$ cat src/rtl/execute_writeback_stage.sv
// Execute-to-writeback stage: current entry feeding the register-file write port
// plus a one-cycle history of the last retired write. Define EXECUTE_WB_FRCR_EN to add FRCR staging.
module execute_writeback_stage (
   input  logic        iCLOCK,
   input  logic        iRESET,
   input  logic        iFLUSH,
   input  logic        iEXE_VALID,
   output logic        oEXE_LOCK,
   input  logic        iEXE_GR_VALID,
   input  logic [31:0] iEXE_GR_DATA,
   input  logic [4:0]  iEXE_GR_DEST,
   input  logic        iEXE_GR_DEST_SYSREG,
   input  logic        iEXE_SPR_VALID,
   input  logic [31:0] iEXE_SPR_DATA,
`ifdef EXECUTE_WB_FRCR_EN
   input  logic        iEXE_FRCR_VALID,
   input  logic [63:0] iEXE_FRCR_DATA,
   output logic        oWB_FRCR_VALID,
   output logic [63:0] oWB_FRCR_DATA,
   output logic        oPREV_WB_FRCR_VALID,
   output logic [63:0] oPREV_WB_FRCR_DATA,
`endif
   input  logic        iRF_BUSY,
   output logic        oRF_WE,
   output logic        oWB_GR_VALID,
   output logic [31:0] oWB_GR_DATA,
   output logic [4:0]  oWB_GR_DEST,
   output logic        oWB_GR_DEST_SYSREG,
   output logic        oWB_SPR_VALID,
   output logic [31:0] oWB_SPR_DATA,
   output logic        oPREV_WB_GR_VALID,
   output logic [31:0] oPREV_WB_GR_DATA,
   output logic [4:0]  oPREV_WB_GR_DEST,
   output logic        oPREV_WB_GR_DEST_SYSREG,
   output logic        oPREV_WB_SPR_VALID,
   output logic [31:0] oPREV_WB_SPR_DATA
);

   logic        cur_v_q, cur_v_d;
   logic        wb_gr_valid_q, wb_gr_valid_d;
   logic [31:0] wb_gr_data_q, wb_gr_data_d;
   logic [4:0]  wb_gr_dest_q, wb_gr_dest_d;
   logic        wb_gr_sys_q, wb_gr_sys_d;
   logic        wb_spr_valid_q, wb_spr_valid_d;
   logic [31:0] wb_spr_data_q, wb_spr_data_d;
   logic        prev_gr_valid_q, prev_gr_valid_d;
   logic [31:0] prev_gr_data_q, prev_gr_data_d;
   logic [4:0]  prev_gr_dest_q, prev_gr_dest_d;
   logic        prev_gr_sys_q, prev_gr_sys_d;
   logic        prev_spr_valid_q, prev_spr_valid_d;
   logic [31:0] prev_spr_data_q, prev_spr_data_d;
`ifdef EXECUTE_WB_FRCR_EN
   logic        wb_frcr_valid_q, wb_frcr_valid_d;
   logic [63:0] wb_frcr_data_q, wb_frcr_data_d;
   logic        prev_frcr_valid_q, prev_frcr_valid_d;
   logic [63:0] prev_frcr_data_q, prev_frcr_data_d;
`endif

   logic retire;
   logic lock;
   logic accept;

   assign retire = cur_v_q && !iRF_BUSY;
   assign lock   = cur_v_q && iRF_BUSY;
   assign accept = iEXE_VALID && !lock && !iFLUSH;

   always_comb begin
      cur_v_d          = cur_v_q;
      wb_gr_valid_d    = wb_gr_valid_q;
      wb_gr_data_d     = wb_gr_data_q;
      wb_gr_dest_d     = wb_gr_dest_q;
      wb_gr_sys_d      = wb_gr_sys_q;
      wb_spr_valid_d   = wb_spr_valid_q;
      wb_spr_data_d    = wb_spr_data_q;
      prev_gr_valid_d  = 1'b0;
      prev_gr_data_d   = prev_gr_data_q;
      prev_gr_dest_d   = prev_gr_dest_q;
      prev_gr_sys_d    = prev_gr_sys_q;
      prev_spr_valid_d = 1'b0;
      prev_spr_data_d  = prev_spr_data_q;
`ifdef EXECUTE_WB_FRCR_EN
      wb_frcr_valid_d   = wb_frcr_valid_q;
      wb_frcr_data_d    = wb_frcr_data_q;
      prev_frcr_valid_d = 1'b0;
      prev_frcr_data_d  = prev_frcr_data_q;
`endif

      // Flush only drops an entry that is not retiring; a retiring one is
      // already committed and is emptied from the current stage either way.
      if (accept) begin
         cur_v_d        = 1'b1;
         wb_gr_valid_d  = iEXE_GR_VALID;
         wb_gr_data_d   = iEXE_GR_DATA;
         wb_gr_dest_d   = iEXE_GR_DEST;
         wb_gr_sys_d    = iEXE_GR_DEST_SYSREG;
         wb_spr_valid_d = iEXE_SPR_VALID;
         wb_spr_data_d  = iEXE_SPR_DATA;
`ifdef EXECUTE_WB_FRCR_EN
         wb_frcr_valid_d = iEXE_FRCR_VALID;
         wb_frcr_data_d  = iEXE_FRCR_DATA;
`endif
      end else if (retire || iFLUSH) begin
         cur_v_d        = 1'b0;
         wb_gr_valid_d  = 1'b0;
         wb_spr_valid_d = 1'b0;
`ifdef EXECUTE_WB_FRCR_EN
         wb_frcr_valid_d = 1'b0;
`endif
      end

      if (retire) begin
         prev_gr_valid_d  = wb_gr_valid_q;
         prev_gr_data_d   = wb_gr_data_q;
         prev_gr_dest_d   = wb_gr_dest_q;
         prev_gr_sys_d    = wb_gr_sys_q;
         prev_spr_valid_d = wb_spr_valid_q;
         prev_spr_data_d  = wb_spr_data_q;
`ifdef EXECUTE_WB_FRCR_EN
         prev_frcr_valid_d = wb_frcr_valid_q;
         prev_frcr_data_d  = wb_frcr_data_q;
`endif
      end
   end

   always_ff @(posedge iCLOCK or posedge iRESET) begin
      if (iRESET) begin
         cur_v_q          <= 1'b0;
         wb_gr_valid_q    <= 1'b0;
         wb_gr_data_q     <= 32'd0;
         wb_gr_dest_q     <= 5'd0;
         wb_gr_sys_q      <= 1'b0;
         wb_spr_valid_q   <= 1'b0;
         wb_spr_data_q    <= 32'd0;
         prev_gr_valid_q  <= 1'b0;
         prev_gr_data_q   <= 32'd0;
         prev_gr_dest_q   <= 5'd0;
         prev_gr_sys_q    <= 1'b0;
         prev_spr_valid_q <= 1'b0;
         prev_spr_data_q  <= 32'd0;
`ifdef EXECUTE_WB_FRCR_EN
         wb_frcr_valid_q   <= 1'b0;
         wb_frcr_data_q    <= 64'd0;
         prev_frcr_valid_q <= 1'b0;
         prev_frcr_data_q  <= 64'd0;
`endif
      end else begin
         cur_v_q          <= cur_v_d;
         wb_gr_valid_q    <= wb_gr_valid_d;
         wb_gr_data_q     <= wb_gr_data_d;
         wb_gr_dest_q     <= wb_gr_dest_d;
         wb_gr_sys_q      <= wb_gr_sys_d;
         wb_spr_valid_q   <= wb_spr_valid_d;
         wb_spr_data_q    <= wb_spr_data_d;
         prev_gr_valid_q  <= prev_gr_valid_d;
         prev_gr_data_q   <= prev_gr_data_d;
         prev_gr_dest_q   <= prev_gr_dest_d;
         prev_gr_sys_q    <= prev_gr_sys_d;
         prev_spr_valid_q <= prev_spr_valid_d;
         prev_spr_data_q  <= prev_spr_data_d;
`ifdef EXECUTE_WB_FRCR_EN
         wb_frcr_valid_q   <= wb_frcr_valid_d;
         wb_frcr_data_q    <= wb_frcr_data_d;
         prev_frcr_valid_q <= prev_frcr_valid_d;
         prev_frcr_data_q  <= prev_frcr_data_d;
`endif
      end
   end

   assign oEXE_LOCK               = lock;
   assign oRF_WE                  = retire;
   assign oWB_GR_VALID            = wb_gr_valid_q;
   assign oWB_GR_DATA             = wb_gr_data_q;
   assign oWB_GR_DEST             = wb_gr_dest_q;
   assign oWB_GR_DEST_SYSREG      = wb_gr_sys_q;
   assign oWB_SPR_VALID           = wb_spr_valid_q;
   assign oWB_SPR_DATA            = wb_spr_data_q;
   assign oPREV_WB_GR_VALID       = prev_gr_valid_q;
   assign oPREV_WB_GR_DATA        = prev_gr_data_q;
   assign oPREV_WB_GR_DEST        = prev_gr_dest_q;
   assign oPREV_WB_GR_DEST_SYSREG = prev_gr_sys_q;
   assign oPREV_WB_SPR_VALID      = prev_spr_valid_q;
   assign oPREV_WB_SPR_DATA       = prev_spr_data_q;
`ifdef EXECUTE_WB_FRCR_EN
   assign oWB_FRCR_VALID          = wb_frcr_valid_q;
   assign oWB_FRCR_DATA           = wb_frcr_data_q;
   assign oPREV_WB_FRCR_VALID     = prev_frcr_valid_q;
   assign oPREV_WB_FRCR_DATA      = prev_frcr_data_q;
`endif

endmodule

$ cat config.mk
export PLATFORM = sky130hd
export DESIGN_NAME = execute_writeback_stage
export DESIGN_NICKNAME = d
export VERILOG_FILES = /design/src/rtl/execute_writeback_stage.sv
export SDC_FILE = /design/constraint.sdc
export NUM_CORES = 1
export LEC_CHECK = 0
export BUFFER_PORTS_ARGS = -buffer_cell sky130_fd_sc_hd__buf_2
export CORE_ASPECT_RATIO = 1.2
export CORE_MARGIN = 2
export CORE_UTILIZATION = 48
export CTS_CLUSTER_SIZE = 25
export DETAILED_ROUTE_END_ITERATION = 7
export GPL_ROUTABILITY_DRIVEN = 0
export PLACE_DENSITY = 0.9
export SKIP_LAST_GASP = 1
export SLEW_MARGIN = 5
export SYNTH_ARGS = -nofsm -noshare
export SYNTH_HDL_FRONTEND = slang
export SYNTH_SLANG_ARGS = --single-unit
$ cat constraint.sdc
create_clock -name iCLOCK -period 5.1 [get_ports iCLOCK]
set_clock_uncertainty 0.05 [all_clocks]
set_input_delay 0 -clock iCLOCK [delete_from_list [all_inputs] [get_ports iCLOCK]]
set_output_delay 0 -clock iCLOCK [all_outputs]
set_load 0.05 [all_outputs]
Yosys cells after proc, flatten, opt, wreduce, memory -nomap -nowiden
Index checks and enable logic that the tools add are counted.
W data, S select, Z words.

word-level totals
  bits in registers = 145
  output and inout port bits = 146
  logic and storage cells = 28

operators by class
  multiplexer cells = 6
  reductions and logical operators = 9

operator list
  operator             number
  $mux W1              6
  $logic_and A1 B1 Y1  4
  $logic_not A1 Y1     3
  $reduce_bool A2 Y1   1
  $logic_or A1 B1 Y1   1

Logic depth before layout (Yosys ltp)
Gate-level depths: netlist of the first run.

  depth in word-level cells = 5
  depth in mapped cells = 6

Worst setup path after synthesis of the first run
Ideal clock, no wire load.

  kind = reg2reg
  start = reg cur_v_q
  end = reg wb_gr_data_q[22], in the netlist oWB_GR_DATA[22]
  setup time = 0.125 ns
  arrival time = 1.148 ns
  slack = 3.777 ns
  stages on the path, launching flop included = 5
  path buffers = 1
  cells stage by stage = dfrtp_1 -> nand2_1 -> nand3b_4 -> clkbuf_8 -> mux2_4

on the way
  longest elaborated chain between the ends = 4

ends and longest elaborated chain
  element                            line  text
  start, declared                    39    logic cur_v_q, cur_v_d;
  start signal, assigned             147   cur_v_q <= cur_v_d;
  $logic_and A1 B1 Y1                64    assign lock = cur_v_q && iRF_BUSY;
  $logic_not A1 Y1                   65    assign accept = iEXE_VALID && !lock && !iFLUSH;
  $logic_and A1 B1 Y1 (2 in series)  65
  end signal, assigned               149   wb_gr_data_q <= wb_gr_data_d;
  end, declared                      41    logic [31:0] wb_gr_data_q, wb_gr_data_d;

Every way passes these cells.
A chain may end at the register's enable or synchronous reset.

Worst setup path in the final report of the first run
  start = reg cur_v_q
  end = out oRF_WE

on the way
  longest elaborated chain between the ends = 1

ends and longest elaborated chain
  element              line  text
  $logic_and A1 B1 Y1  63    assign retire = cur_v_q && !iRF_BUSY;
  end, declared        24    output logic oRF_WE,

Every way passes these cells.

==> results.sh, run 1 <==
export IMPL_synth_xor_area_share_pct=0
export IMPL_finalCritPeriodShare_pct=45.6
export IMPL_cts_hold_buffers_added=76
export IMPL_regArea_mm2=0.00363
export IMPL_finalMaxSlewViolations=0
export IMPL_pin_count=223
export IMPL_wirelength_um=15300
export IMPL_peakVddDrop_mv=0.334
export IMPL_drc=0
export IMPL_r2r_slack_ns=2.85
export IMPL_dp_cells=823
export IMPL_synth_most_common_cell="nand2_1"
export IMPL_startpoint_type="flip-flop"
export IMPL_synth_flop_cell="dfrtp_1"
export IMPL_die_area_mm2=0.0124
export IMPL_clk_latency_ns=0.41
export IMPL_cts_htree_levels=4
export IMPL_cts_repair_resized=0
export IMPL_synth_mux_area_share_pct=15.0
export IMPL_critPathTopFamily="buffers and inverters"
export IMPL_yosys_area_share_simple_pct=15.5
export IMPL_dieWidth_um=102
export IMPL_crit_arrival_ns=2.28
export IMPL_routed_via_density=4.95
export IMPL_synth_edff_count=0
export IMPL_multi_input_area_mm2=0.00171
export IMPL_syn_cell_area_mm2=0.00552
export IMPL_rsz0062_at_grt="false"
export IMPL_synth_top_family_by_area="simple AND/OR/NAND/NOR gates"
export IMPL_hold_path_class="primary input to flip-flop"
export IMPL_required_ns=5.05
export IMPL_postPlaceCellArea_mm2=0.00668
export IMPL_synthArstFlopShare_pct=100
export IMPL_clkTransAtPathRegs_ns=0.06
export IMPL_yosysUniqueCellTypes=15
export IMPL_fp_row_count=42
export IMPL_ys_seq_elements=145
export IMPL_synth_area_leader_cell="dfrtp_1"
export IMPL_finalHoldViolCount=0
export IMPL_start_util_pct=49.6
export IMPL_crit_slowest_cell="inv_2"
export IMPL_synth_area_leaders="dfrtp_1, nand2_1, mux2_2"
export IMPL_synth_top_area_share_pct=65.7
export IMPL_yosys_warnings=0
export IMPL_drive_above_1_share_pct=42.5
export IMPL_slew_headroom_pct=14.1
export IMPL_syn_nets=545
export IMPL_portBuffers=222
export IMPL_p_leak_nw=4.31
export IMPL_synthAdderAreaFrac_pct=0
export IMPL_wl_per_cell_um=16.4
export IMPL_clock_path_buffers=2
export IMPL_synth_compound_area_share_pct=0.408
export IMPL_path_cells="nand2b_2, inv_2, buf_2"
export IMPL_dr_pass1_iters=5
export IMPL_outcome="finished clean"
export IMPL_clkSinkCount=145
export IMPL_instances_no_fill=930
export IMPL_power_density_mw_per_mm2=529
export IMPL_cp_end_kind="primary output"
export IMPL_grt_pass1_wl_um=23200
export IMPL_cpPeakStageDelay_ns=0.92
export IMPL_track_usage_pct=24.6
export IMPL_tns_ns=0
export IMPL_grt_pass1_vias=4868
export IMPL_grt_antenna_before_repair=0
export IMPL_fin_area_mm2=0.00808
export IMPL_drt_initial_drc_count=192
export IMPL_avgSynthCellArea_um2=11.8
export IMPL_dr_total_vias=4602
export IMPL_yosysSeqAreaShare_pct=65.7
export IMPL_worstMarginPinSlew_ns=1.29
export IMPL_drv_cap=0
export IMPL_syn_inst=468
export IMPL_cts_buffers=17
export IMPL_antenna_cells=0
export IMPL_path_class="flip-flop to primary output"
export IMPL_fill_cells=710
export IMPL_nets=841
export IMPL_critPathMaxFanout=71
export IMPL_synth_top_cells_by_count="nand2_1, dfrtp_1, mux2_2"
export IMPL_max_freq_ghz=0.430
export IMPL_antenna_left=0
export IMPL_setup_viol_count_final=0
export IMPL_dieHeight_um=122
export IMPL_grt_overflow_total=0
export IMPL_post_dp_hpwl_um=8720
export IMPL_cts_setup_buffers=0
export IMPL_timing_final_crit_period_ns=2.33
export IMPL_core_area_mm2=0.0111
export IMPL_area_growth_pct=46.3
export IMPL_crit_buf_inv=2
export IMPL_cts_tree="built"
export IMPL_cts_root_buf="clkbuf_16"
export IMPL_grt_max_degree=82
[state kept, by name (all words and copies together), names as in the netlist]
name                     count
oPREV_WB_GR_VALID            1
oPREV_WB_GR_DATA            32
oWB_GR_DEST_SYSREG           1
oPREV_WB_SPR_VALID           1
oPREV_WB_GR_DEST_SYSREG      1
oWB_SPR_DATA                32
oWB_SPR_VALID                1
oWB_GR_VALID                 1
cur_v_q                      1
oWB_GR_DEST                  5
oWB_GR_DATA                 32
oPREV_WB_GR_DEST             5
oPREV_WB_SPR_DATA           32
[worst register-to-register path: stages, from the launching register on]
cell,delay (ns)
dfrtp_1,0.42
nand2_1,0.20
nand3b_4,0.78
mux2_2,0.68
[final cells by class]
| class | instances | share of cell area [%] |
|---|---|---|
| repair buffers | 300 | 23.3 |
| well taps | 154 | 2.38 |
| flip-flops and latches | 145 | 44.9 |
| inverters | 5 | 0.294 |
| clock buffers | 22 | 5.99 |
| multi-input cells | 295 | 21.2 |
| clock inverters | 9 | 1.90 |
[power by group]
part / switching (mW) / internal [mW] / total [mW]
Sequential: 0.150 / 1.37 / 1.52
Clock: 0.450 / 0.868 / 1.32
Combinational: 1.08 / 0.348 / 1.43
Total: 1.68 / 2.59 / 4.27
[worst paths after layout]
kind                                            from  cells past startpoint              endpoint
worst max-delay path                         cur_v_q                      3                oRF_WE
worst max register to register               cur_v_q                      3        oWB_GR_DEST[4]
min in group asynchronous                     iRESET                      3      oWB_SPR_DATA[29]
worst min register to register  oPREV_WB_GR_DATA[11]                      2  oPREV_WB_GR_DATA[11]
max in group asynchronous                     iRESET                      4      oWB_SPR_DATA[17]
worst min-delay path                        iRF_BUSY                      5               cur_v_q
[cell usage in the layout, fill, tap and decap left out]
master         Yosys  layout
inv_1              4       3
clkinvlp_4         0       2
nor2_1             6       6
inv_6              0       1
clkbuf_1           0       1
nand3b_4           1       1
clkinv_2           0       2
mux2_2            64      64
dfrtp_1          145     145
o221a_2            2       2
clkbuf_16          0      17
clkinv_4           0       1
mux2_4             6       6
mux2i_1            2       2
nand2_1          211     211
bufinv_16          0       4
buf_4              0       2
dlygate4sd3_1      0      76
inv_2              1       1
clkbuf_8           7       4
buf_2              9     222
nand3b_1           2       2
nand2b_2           0       1
[kinds of logic after synthesis]
logic type      Yosys count
simple gates            221
buf+inv                  28
flops                   145
compound gates            2
mux                      72
[through the flow]
stage	setup WS, ns	total power [mW]	hold WS, ns	utilization, %
after floorplan	1.16	2.56	0.0158	-
after detailed placement	2.88	2.91	0.126	60.0
after global routing	2.66	4.43	0.112	72.5
after CTS	2.80	4.28	0.0341	72.5
after global placement	3.00	2.87	0.114	60.0
final	2.77	4.27	0.109	72.5
[per-layer routing]
metal,vias to the layer above,track usage [%],routed length [um]
li1,2081,-,-
met1,2274,26.1,5540
met2,203,43.8,8290
met3,44,6.16,823
met4,0,13.6,609
met5,-,0,0
(Power assumes the default switching activity.)
==> inputs of run 2 (changes only) <==
Settings changed: CORE_UTILIZATION 48 to 43, PLACE_DENSITY 0.9 to 0.86.
Clock period 5.1 ns to 1.99 ns, I/O delays scaled along.
==> run 2 against run 1 <==
Via count is 1.7% lower. Critical path depth is 1 higher. Combinational power grew to 2.6 times the previous value. Wire length is 4.7% lower. Non-clock buffer count is 5 higher. Sequential power grew to 2.6 times the previous value. Flip-flop and latch count stayed put. Count of clock-buffer cells in the layout is 3 lower. Sequential share of layout area is 0.55 points lower. Critical path type is now flip-flop to flip-flop. Largest power group unchanged. Highest routed layer unchanged.
==> results.sh, run 2 (same netlist as run 1, synthesis figures left out) <==
export IMPL_pin_count=223
export IMPL_cp_end_kind="flip-flop"
export IMPL_routed_via_density=4.79
export IMPL_clk_latency_ns=0.41
export IMPL_die_area_mm2=0.0138
export IMPL_grt_max_degree=74
export IMPL_hold_slack_ns=0.0159
export IMPL_slew_headroom_pct=65.5
export IMPL_peakVddDrop_mv=0.877
export IMPL_clock_path_buffers=2
export IMPL_cts_setup_buffers=0
export IMPL_cts_repair_resized=0
export IMPL_fill_cells=910
export IMPL_drv_cap=0
export IMPL_finalCritPeriodShare_pct=79.0
export IMPL_grt_pass1_vias=4745
export IMPL_cp_num_cells=4
export IMPL_startpoint_type="flip-flop"
export IMPL_cts_tree="built"
export IMPL_finalMaxSlewViolations=0
export IMPL_crit_slowest_cell="dlygate4sd3_1"
export IMPL_cp_startpoint="cur_v_q"
export IMPL_track_usage_pct=21.5
export IMPL_path_class="flip-flop to flip-flop"
export IMPL_worstMarginPinSlew_ns=0.517
export IMPL_cpPeakStageDelay_ns=0.54
export IMPL_cts_htree_levels=4
export IMPL_antenna_cells=0
export IMPL_setup_viol_count_final=0
export IMPL_core_area_mm2=0.0126
export IMPL_tns_ns=0
export IMPL_dieHeight_um=128
export IMPL_wirelength_um=14600
export IMPL_rsz0062_at_grt="false"
export IMPL_crit_arrival_ns=1.87
export IMPL_dr_total_vias=4522
export IMPL_max_freq_ghz=0.636
export IMPL_required_ns=2.29
export IMPL_crit_buf_inv=1
export IMPL_grt_pass1_wl_um=22900
export IMPL_critPathMaxFanout=4
export IMPL_timing_final_crit_period_ns=1.57
export IMPL_path_cells="nand2_1, o221a_2, nor2_1, dlygate4sd3_1"
export IMPL_fin_total_pwr_mw=10.9
export IMPL_drive_above_1_share_pct=42.9
export IMPL_post_dp_hpwl_um=8720
export IMPL_r2r_slack_ns=0.42
export IMPL_start_util_pct=43.8
export IMPL_finalHoldViolCount=0
export IMPL_layout_commonest_cell="buf_2"
export IMPL_area_growth_pct=48.1
export IMPL_clkSinkCount=145
export IMPL_cp_endpoint="oWB_SPR_VALID"
export IMPL_cts_root_buf="clkbuf_16"
export IMPL_dr_pass1_iters=5
export IMPL_p_leak_nw=4.35
export IMPL_hold_path_class="primary input to flip-flop"
export IMPL_power_density_mw_per_mm2=1330
export IMPL_cts_hold_buffers_added=76
export IMPL_antenna_left=0
export IMPL_rr_startpoint="cur_v_q"
export IMPL_fp_row_count=45
export IMPL_drt_initial_drc_count=238
export IMPL_r2r_cells=4
export IMPL_dieWidth_um=107
export IMPL_outcome="finished clean"
export IMPL_layout_common_cells="buf_2, nand2_1, dfrtp_1"
export IMPL_nets=846
export IMPL_grt_overflow_total=0
export IMPL_critPathTopFamily="buffers and inverters"
export IMPL_wl_per_cell_um=15.4
export IMPL_drc=0
export IMPL_clkTransAtPathRegs_ns=0.06
export IMPL_portBuffers=222
export IMPL_timing_rr_end="oWB_SPR_VALID"
export IMPL_cts_buffers=17
export IMPL_grt_antenna_before_repair=0
==> run 2: cell types whose count changed in the layout (fill, tap and decap cells not counted) <==
cell        delta
buf_12         +5
clkbuf_8       -3
clkinv_2       -1
clkinv_4       +3
clkinvlp_4     +1
==> run 2: stage by stage <==
| step | cell area, um2 | cells | utilization [%] | worst slack, ns |
|---|---|---|---|---|
| after floorplan | 5530 | 468 | - | 0.121 |
| after global routing | 8180 | 945 | 64.9 | 0.334 |
| after detailed placement | 6790 | 838 | 53.9 | 0.519 |
| after CTS | 8180 | 945 | 64.9 | 0.418 |
| after global placement | 6790 | 838 | 53.9 | 0.558 |
| final | 8180 | 945 | 64.9 | 0.418 |
==> run 2: report_power, final <==
| part | switching, mW | internal (mW) | total, mW |
|---|---|---|---|
| logic | 2.76 | 0.908 | 3.67 |
| clock network | 1.21 | 2.13 | 3.35 |
| registers | 0.367 | 3.52 | 3.89 |
==> run 2: worst min path at each step <==
stage                   from                    to  slack [ns]  depth (start not counted)
floorplan             iFLUSH          oWB_GR_VALID        0.02                          1
global placement      iRESET        oWB_GR_DATA[7]        0.01                          2
detailed placement    iRESET        oWB_GR_DATA[7]        0.02                          2
CTS                 iRF_BUSY               cur_v_q       0.002                          5
global route        iRF_BUSY  oPREV_WB_GR_DATA[17]        0.06                          5
finish              iRF_BUSY               cur_v_q        0.02                          5
==> run 2: area by class of cell <==
class / count / area (um2) / share of cell area (%)
Inverter: 5 / 22.5 / 0.275
Tap cell: 164 / 205 / 2.51
Sequential cell: 145 / 3630 / 44.3
Timing Repair Buffer: 305 / 1990 / 24.3
Multi-Input combinational cell: 295 / 1710 / 20.9
Clock buffer: 19 / 443 / 5.41
Clock inverter: 12 / 184 / 2.25
==> run 2: routing by layer <==
metal	global-route usage, %	share of wire [%]	up-vias
met4	9.28	3.1	0
met5	0	0	-
met1	23.5	38	2208
met2	39.0	54	185
li1	-	-	2094
met3	5.59	5.7	35
==> run 2: worst min-delay path, cell delays in order <==
cell,delay (ns)
buf_2,0.10
nand2_1,0.12
inv_1,0.11
nor2_1,0.04
nor2_1,0.07
==> inputs of run 3 (changes only) <==
Settings changed: CORE_UTILIZATION 43 to 48, PLACE_DENSITY 0.86 to 0.9.
Clock period 1.99 ns to 1.5 ns, I/O delays scaled along.
==> run 3 against run 2 <==
Utilization up 9.5 points. Die area is 10% lower. Fmax up 8.9%. First-iteration DRC count rose by 10%. Wire length rose by 8.7%. Final area grew 1.3%. Critical endpoint is now oWB_SPR_DATA[16]. Largest cell class unchanged.
==> results.sh, run 3 (same netlist as run 1, synthesis figures left out) <==
export IMPL_post_dp_hpwl_um=9840
export IMPL_wirelength_um=15800
export IMPL_pin_count=223
export IMPL_use_met2_pct=46.0
export IMPL_use_met3_pct=6.68
export IMPL_track_usage_pct=25.8
export IMPL_drive_above_1_share_pct=43.4
export IMPL_clock_path_buffers=2
export IMPL_layout_commonest_cell="buf_2"
export IMPL_rsz0062_at_grt="false"
export IMPL_required_ns=1.73
export IMPL_crit_arrival_ns=1.68
export IMPL_cts_tree="built"
export IMPL_dieWidth_um=102
export IMPL_finalMaxSlewViolations=0
export IMPL_fill_cells=723
export IMPL_grtUsageMet1_pct=27.5
export IMPL_start_util_pct=49.6
export IMPL_area_growth_pct=50.0
export IMPL_wl_per_cell_um=16.7
export IMPL_multi_input_area_mm2=0.00172
export IMPL_core_area_mm2=0.0111
export IMPL_grt_max_degree=51
export IMPL_antenna_left=0
export IMPL_cts_htree_levels=4
export IMPL_cp_end_kind="flip-flop"
export IMPL_clk_latency_ns=0.41
export IMPL_instances_no_fill=945
export IMPL_layout_common_cells="buf_2, nand2_1, dfrtp_1"
export IMPL_grt_overflow_total=0
export IMPL_drc=0
export IMPL_cts_buffers=17
export IMPL_dp_cells=833
export IMPL_routed_via_density=4.99
export IMPL_clkTransAtPathRegs_ns=0.06
export IMPL_dieHeight_um=122
export IMPL_worstMarginPinSlew_ns=0.472
export IMPL_grt_pass1_vias=4896
export IMPL_critPathMaxFanout=36
export IMPL_drv_cap=0
export IMPL_grt_antenna_before_repair=0
export IMPL_max_freq_ghz=0.693
export IMPL_dr_pass1_iters=4
export IMPL_peakVddDrop_mv=0.989
export IMPL_path_class="flip-flop to flip-flop"
export IMPL_p_leak_nw=4.40
export IMPL_tns_ns=0
export IMPL_outcome="finished clean"
export IMPL_setup_viol_count_final=0
export IMPL_timing_final_crit_period_ns=1.44
export IMPL_fin_area_mm2=0.00829
export IMPL_finalHoldViolCount=0
export IMPL_grt_busiest_layer="met2"
export IMPL_drt_initial_drc_count=262
export IMPL_grt_pass1_wl_um=24200
export IMPL_postPlaceCellArea_mm2=0.00682
export IMPL_hold_path_class="primary input to flip-flop"
export IMPL_dr_total_vias=4715
export IMPL_cts_root_buf="clkbuf_16"
export IMPL_power_density_mw_per_mm2=1770
export IMPL_nets=854
export IMPL_regArea_mm2=0.00363
export IMPL_die_area_mm2=0.0124
export IMPL_finalCritPeriodShare_pct=96.2
export IMPL_portBuffers=222
export IMPL_slew_headroom_pct=68.4
export IMPL_hold_slack_ns=0.0722
export IMPL_startpoint_type="flip-flop"
export IMPL_fp_row_count=42
export IMPL_clkSinkCount=145
-- run 3: cell types whose count changed in the layout (fill, tap and decap cells not counted), sizes merged --
| cell | delta |
|---|---|
| buf | +6 |
| bufbuf | +1 |
| clkbuf | +1 |
| clkinv | -2 |
| clkinvlp | +2 |
| diode | +1 |
| dlygate4sd3 | +1 |
-- run 3: path summary, 6_finish.rpt --
path	end	cells past startpoint	slack [ns]	start
setup / recovery	oWB_SPR_DATA[16]	4	0.06	cur_v_q
hold / removal	cur_v_q	5	0.07	iRF_BUSY
setup reg to reg	oWB_SPR_DATA[16]	4	0.06	cur_v_q
hold reg to reg	oPREV_WB_GR_DATA[19]	2	0.42	oPREV_WB_GR_DATA[19]
max in group asynchronous	oPREV_WB_GR_DATA[4]	4	0.69	iRESET
min in group asynchronous	oPREV_WB_SPR_DATA[0]	3	0.11	iRESET
-- run 3: cell type report --
| cell class | count | area share (%) |
|---|---|---|
| clock inverter | 12 | 2.19 |
| multi-input combinational | 295 | 20.7 |
| sequential | 145 | 43.8 |
| tap | 154 | 2.33 |
| timing repair buffer | 313 | 25.2 |
| antenna | 1 | 0.0302 |
| inverter | 5 | 0.272 |
| clock buffer | 20 | 5.51 |
-- run 3: critical path, stage by stage, from the launching register on --
cell and delay, ns:
dfrtp_1 0.35, nand2_1 0.14, nand3b_4 0.15, buf_12 0.23, mux2_2 0.37
-- run 3: metal layers --
layer  wire, um  up-vias
met5          0        -
met4        604        0
met3        987       55
met2       8610      217
met1       5620     2334
li1           -     2109
-- run 3: repair_timing --
| action | 4_1_cts | 5_1_grt |
|---|---|---|
| resized for setup | 4 | 0 |
| endpoints found under the setup margin | 1 | 1 |
| gates cloned | 1 | 0 |
| setup buffers | 0 | 1 |
| endpoints found under the hold margin | 218 | 0 |
| hold buffers | 77 | 0 |
-- run 3: stage by stage --
step	total power [mW]	util, %	setup WS [ns]
floorplan	8.70	-	-0.369
global placement	9.80	61.2	0.144
detailed placement	9.97	61.2	0.0707
CTS	14.7	74.3	0.0243
global route	15.2	74.3	0.0292
finish	14.6	74.4	0.0565
-- run 3: power breakdown --
group          switching (mW)  internal (mW)
Combinational            3.72           1.23
Clock                    1.62           2.88
Sequential              0.508           4.67
